==> config.mk <==
export PLATFORM = sky130hd
export DESIGN_NAME = dispense_request_ctrl
export DESIGN_NICKNAME = d
export VERILOG_FILES = /design/src/rtl/dispense_request_ctrl.sv
export SDC_FILE = /design/constraint.sdc
export NUM_CORES = 1
export LEC_CHECK = 0
export CORE_AREA = 2 2 49 51
export DETAILED_ROUTE_END_ITERATION = 6
export DIE_AREA = 0 0 51 53
export PLACE_DENSITY = 0.75
export SKIP_LAST_GASP = 1
export SLEW_MARGIN = 20
export SYNTH_ARGS = -nofsm -noshare
export SYNTH_HDL_FRONTEND = slang
export SYNTH_SLANG_ARGS = --single-unit
==> constraint.sdc <==
create_clock -name clk1 -period 3 [get_ports clk1]
set_input_delay 0.75 -clock clk1 [delete_from_list [all_inputs] [get_ports clk1]]
set_output_delay 0.75 -clock clk1 [all_outputs]
set_load 0.02 [all_outputs]
==> src/rtl/dispense_request_ctrl.sv <==
// Purchase front end: synchronises and debounces the customer button, then issues one
// inventory reduce pulse per accepted sale, runs the motor and flashes the sold-out LED.
module dispense_request_ctrl #(
   parameter int DEBOUNCE_CYCLES = 4,
   parameter int DISPENSE_CYCLES = 8,
   parameter int DENY_CYCLES     = 4,
   parameter int CNT_W           = 4
) (
   input  logic       clk1,
   input  logic       reset1,
   input  logic       btnRaw,
   input  logic       stockAvail,
   output logic       redInventario,
   output logic       motorOn,
   output logic       denyLed,
   output logic       busy,
   output logic [7:0] saleCount
);

   typedef enum logic [1:0] {
      IDLE         = 2'd0,
      DISPENSE     = 2'd1,
      DENY         = 2'd2,
      WAIT_RELEASE = 2'd3
   } state_t;

   localparam logic [CNT_W-1:0] DB_LAST   = CNT_W'(DEBOUNCE_CYCLES - 1);
   localparam logic [CNT_W-1:0] DISP_LAST = CNT_W'(DISPENSE_CYCLES - 1);
   localparam logic [CNT_W-1:0] DENY_LAST = CNT_W'(DENY_CYCLES - 1);

   logic             s1, s2;
   logic             btn_stable, btn_prev;
   logic [CNT_W-1:0] db_cnt;
   logic             press;

   state_t           state, state_nxt;
   logic [CNT_W-1:0] timer, timer_nxt;
   logic             accept;
   logic             red_nxt, motor_nxt, deny_nxt, busy_nxt;
   logic [7:0]       sale_nxt;

   // The counter tracks consecutive edges where the synchronised button disagrees
   // with the stable level; any agreeing edge restarts it.
   always_ff @(posedge clk1) begin
      if (reset1) begin
         s1         <= 1'b0;
         s2         <= 1'b0;
         btn_stable <= 1'b0;
         btn_prev   <= 1'b0;
         db_cnt     <= '0;
      end else begin
         s1       <= btnRaw;
         s2       <= s1;
         btn_prev <= btn_stable;
         if (s2 == btn_stable) begin
            db_cnt <= '0;
         end else if (db_cnt == DB_LAST) begin
            btn_stable <= s2;
            db_cnt     <= '0;
         end else begin
            db_cnt <= db_cnt + 1'b1;
         end
      end
   end

   assign press = btn_stable & ~btn_prev;

   always_ff @(posedge clk1) begin
      if (reset1) begin
         state         <= IDLE;
         timer         <= '0;
         redInventario <= 1'b0;
         motorOn       <= 1'b0;
         denyLed       <= 1'b0;
         busy          <= 1'b0;
         saleCount     <= 8'd0;
      end else begin
         state         <= state_nxt;
         timer         <= timer_nxt;
         redInventario <= red_nxt;
         motorOn       <= motor_nxt;
         denyLed       <= deny_nxt;
         busy          <= busy_nxt;
         saleCount     <= sale_nxt;
      end
   end

   always_comb begin
      state_nxt = state;
      timer_nxt = timer;
      case (state)
         IDLE: begin
            if (press) begin
               if (stockAvail) begin
                  state_nxt = DISPENSE;
                  timer_nxt = DISP_LAST;
               end else begin
                  state_nxt = DENY;
                  timer_nxt = DENY_LAST;
               end
            end
         end
         DISPENSE, DENY: begin
            if (timer == '0) state_nxt = WAIT_RELEASE;
            else             timer_nxt = timer - 1'b1;
         end
         WAIT_RELEASE: begin
            // Holding the button parks here, so a held press never repeats.
            if (!btn_stable) state_nxt = IDLE;
         end
         default: state_nxt = IDLE;
      endcase
   end

   // Outputs are registered from the upcoming state so they line up with it.
   always_comb begin
      accept    = (state == IDLE) && press && stockAvail;
      red_nxt   = accept;
      motor_nxt = (state_nxt == DISPENSE);
      deny_nxt  = (state_nxt == DENY);
      busy_nxt  = (state_nxt != IDLE);
      sale_nxt  = saleCount + {7'd0, accept};
   end

endmodule

# Word-level counts from Yosys, hierarchy flattened
# Index checks and enable logic that the tools add are counted.
[word_totals]
reg_bits = 26
in_bits = 4
output_inout_bits = 12
word_cells = 46
[op_classes]
add_sub_neg = 3
eq_ne = 9
mux = 9
bitwise_logic = 3
reduce_logical = 10
[ops]
columns = ["cell", "n"]
rows = [
  ["$add A8 B1 Y8", 1],
  ["$mux W2", 4],
  ["$mux W4", 2],
  ["$pmux W4 S2", 1],
  ["$eq A2 B2 Y1 const B", 3],
  ["$pmux W2 S3", 1],
  ["$add A4 B1 Y4 const B", 1],
  ["$eq A2 B1 Y1 const B", 2],
  ["$eq A4 B2 Y1 const B", 1],
  ["$logic_not A4 Y1", 1],
  ["$ne A2 B2 Y1 const B", 2],
  ["$reduce_bool A2 Y1", 2],
  ["$sub A4 B1 Y4 const B", 1],
  ["$mux W3", 1],
  ["$reduce_and A3 Y1", 1],
  ["$reduce_or A3 Y1", 1],
  ["$logic_and A1 B1 Y1", 2],
  ["$logic_not A2 Y1", 1],
  ["$not A1 Y1", 2],
  ["$reduce_and A2 Y1", 1],
  ["$reduce_or A2 Y1", 1],
  ["$and A1 B1 Y1", 1],
  ["$eq A1 B1 Y1", 1],
]

# Longest topological paths before layout
[logic_depth]
ltp_word = 5
mapped_depth = 9
depth_no_buf = 8

# Worst setup path before layout
# OpenSTA, ideal clock, no wires.
[synth_path]
path_kind = "input -> register"
start = "input port stockAvail"
end = "register saleCount[6]"
setup_ns = 0.071
t_arrival_ns = 1.810
t_required_ns = 2.929
path_slack_ns = 1.119
stages = 6
n_path_buf = 0
path_cell_list = "and4b_1 ha_1 ha_1 nand2_1 or3_1 a21oi_1"
[synth_via]
elab_chain_cells = 2
[synth_lines]
columns = ["item", "line_no", "source"]
rows = [
  ["start: declaration", "12", "input logic stockAvail,"],
  ["$logic_and A1 B1 Y1", "117", "accept = (state == IDLE) && press && stockAvail;"],
  ["$add A8 B1 Y8", "122", "sale_nxt = saleCount + {7'd0, accept};"],
  ["end signal: assignment", "84", "saleCount <= sale_nxt;"],
  ["end: declaration", "17", "output logic [7:0] saleCount"],
]
# No other way between the ends.
# A chain may end at the register's enable or synchronous reset.

# Worst setup path in the final report
[layout_path]
start = "register saleCount[3]"
end = "output port saleCount[3]"
# No word-level cell between the ends.

==> results.json <==
{
  "core_um2": 2150,
  "final_max_slew_viol_count": 0,
  "relSlewSlack_pct": 71.5,
  "cts_resized": 0,
  "cp_max_fo": 6,
  "stdcell_area_um2": 1360,
  "slowest_delay_ns": 0.64,
  "synth.most_common_cell": "dfxtp_1",
  "async_flop_share_pct": 0,
  "critPathLaunchType": "flop",
  "clkTransAtPathRegs_ns": 0.13,
  "n_antenna_cell": 0,
  "cts.sink_count": 26,
  "worstPathRequired_ns": 2.25,
  "grt_pass1_vias": 825,
  "drt_iter0_markers": 7,
  "synthCells": 118,
  "syn-num-nets": 128,
  "clock-root-buffer": "clkbuf_4",
  "die_h_um": 53,
  "yosys.area.top_type_share_pct": 45.3,
  "max-cap-violations": 0,
  "avgRoutedWirePerCell_um": 11.9,
  "yosys_most_used_dff": "dfxtp_1",
  "area_growth_pct": 18.4,
  "cts_setup_buffers": 0,
  "pre_cts_slack_ns": 0.517,
  "yosys_warnings": 0,
  "switching_share_pct": 35.5,
  "p_switching_mw": 0.374,
  "ys_seq_elements": 26,
  "die_w_um": 51,
  "fin_skew_ns": 0.00414,
  "drive_gt1_share_pct": 7.46,
  "via_count": 895,
  "vdd_ir_drop_max_mv": 0.758,
  "powerDensity_nw_per_um2": 776,
  "clk_path_buf_depth": 2,
  "endpoint_kind": "primary output",
  "path_class": "reg2out",
  "nets": 145,
  "antenna_found_initial": 0,
  "hold_path_class": "reg2reg",
  "ys_top_cells_by_count": "26 x dfxtp_1, 11 x nor2_1, 7 x inv_1, 7 x nor2b_1, 6 x ha_1",
  "min_period_over_period_pct": 71.9,
  "clk_latency_ns": 0.31,
  "drt.antenna.violating_nets": 0,
  "ys_top_cells_by_area": "dfxtp_1 45%, ha_1 6.5%, nor2b_1 3.8%, nor2_1 3.6%, or3_1 2.7%",
  "final-setup-viol-count": 0,
  "grt_overflow": 0,
  "p_leak_nw": 0.503,
  "clkPwrFrac_pct": 16.0,
  "n_fill_cell": 179,
  "rsz0062_at_grt": "no",
  "htreeDepth": 1,
  "grt_pass1_wl_um": 3460,
  "synth_edf_count": 0,
  "drc": 0,
  "netlist_area_um2": 1150,
  "place_area_um2": 1320,
  "start_util_pct": 53.5,
  "setup_tns_ns": 0,
  "postCtsHoldBufs": 0,
  "port_buffers": 15,
  "total_power_mw": 1.06,
  "yosysSeqAreaShare_pct": 45.3,
  "cts_tree": "yes",
  "yosys.area.top_type": "dfxtp_1",
  "placementRows": 17,
  "power_frac_seq_pct": 40.1,
  "synth_cell_types": 37,
  "crit_chain": "clkdlybuf4s50_1",
  "max_clock_freq_ghz": 0.463,
  "finalHoldViolCount": 0,
  "critical_path.slowest_cell": "clkdlybuf4s50_1",
  "ios": 16,
  "drt-total-wl_um": 1930,
  "critPathTopFamily": "buffers and inverters",
  "status": "finished clean",
  "grt_max_degree": 15,
  "drtPass1Iterations": 3,
  "numCtsBuffers": 3,
  "syn_avg_cell_area_um2": 9.73,
  "globalplace.congestion": 0.754,
  "post-dp-hpwl_um": 1490,
  "fin_crit_ns": 2.16,
  "worstPathArrival_ns": 1.41,
  "dieArea_um2": 2700,
  "tightest_slew_ns": 0.425,
  "crit_buf_inv": 1,
  "p_int_mw": 0.681,
  "pwr-share-comb_pct": 43.8,
  "grt_usage_pct": 17.6,
  "setup_ws_ns": 0.842,
  "vias_per_cell": 5.52
}
[registers in the layout, indices dropped and copies added, names as in the netlist]
signal,count
saleCount,8
db_cnt,4
timer,4
state,2
btn_prev,1
btn_stable,1
busy,1
denyLed,1
motorOn,1
redInventario,1
s1,1
s2,1
[layer usage]
metal	track usage (%)	up-vias	part of all wire, %
met5	0	-	0
met4	9.46	0	2.4
met3	3.95	5	2.8
met2	29.4	12	49
met1	20.8	422	46
li1	-	456	-
[power by group through the flow]
stage	combinational [mW]	clock, mW	sequential, mW
2_1_floorplan	0.341	0	0.449
3_3_place_gp	0.455	0	0.430
3_5_place_dp	0.460	0	0.430
4_1_cts	0.464	0.179	0.424
5_1_grt	0.510	0.190	0.430
6_report	0.463	0.169	0.424
[final timing paths]
path / startpoint / to / slack, ns / cells after the start
worst max register to register: state[0] / saleCount[6] / 0.90 / 8
worst min register to register: s1 / s2 / 0.46 / 1
worst min-delay path: s1 / s2 / 0.46 / 1
worst max-delay path: saleCount[3] / saleCount[3] / 0.84 / 1
[cell type report]
type | instances | area (µm²) | area share (%)
well taps | 28 | 35.0 | 2.58
multi-input cells | 81 | 584 | 43.0
repair buffers | 16 | 158 | 11.6
inverters | 7 | 26.3 | 1.93
flip-flops and latches | 26 | 520 | 38.3
clock buffers | 4 | 36.3 | 2.67
[layout by cell type (no fill, tap or decap), types with 2 or more instances in the layout]
cell type / instances
dfxtp_1: 26
clkdlybuf4s50_1: 15
nor2_1: 11
inv_1: 7
nor2b_1: 7
ha_1: 6
or3_1: 5
a21oi_1: 5
a211oi_1: 4
nand3_1: 4
nand2_1: 4
o21ai_0: 3
xor2_1: 3
xnor2_1: 3
clkbuf_4: 3
nand2b_1: 2
a21o_1: 2
a311o_1: 2
mux2i_1: 2
[cell families (layout without fill, tap and decap cells)]
logic type | after synthesis | count (layout) | share of synthesized area, %
and+or+nand+nor | 41 | 41 | 20.4
DFF | 26 | 26 | 45.3
AOI/OAI and AO/OA | 25 | 25 | 16.7
buffers and inverters | 11 | 27 | 3.81
adders and majority gates | 6 | 6 | 6.54
xor gates and xnor gates | 6 | 6 | 4.58
muxes | 3 | 3 | 2.72
[metrics by stage]
step	instances	util (%)	hold WS [ns]
after global placement	158	61.6	0.418
final	162	63.3	0.455
after floorplan	118	-	0.414
after detailed placement	158	61.6	0.429
after CTS	162	63.3	0.460
after global routing	162	63.3	0.463
Power figures use the tool's default switching activity.
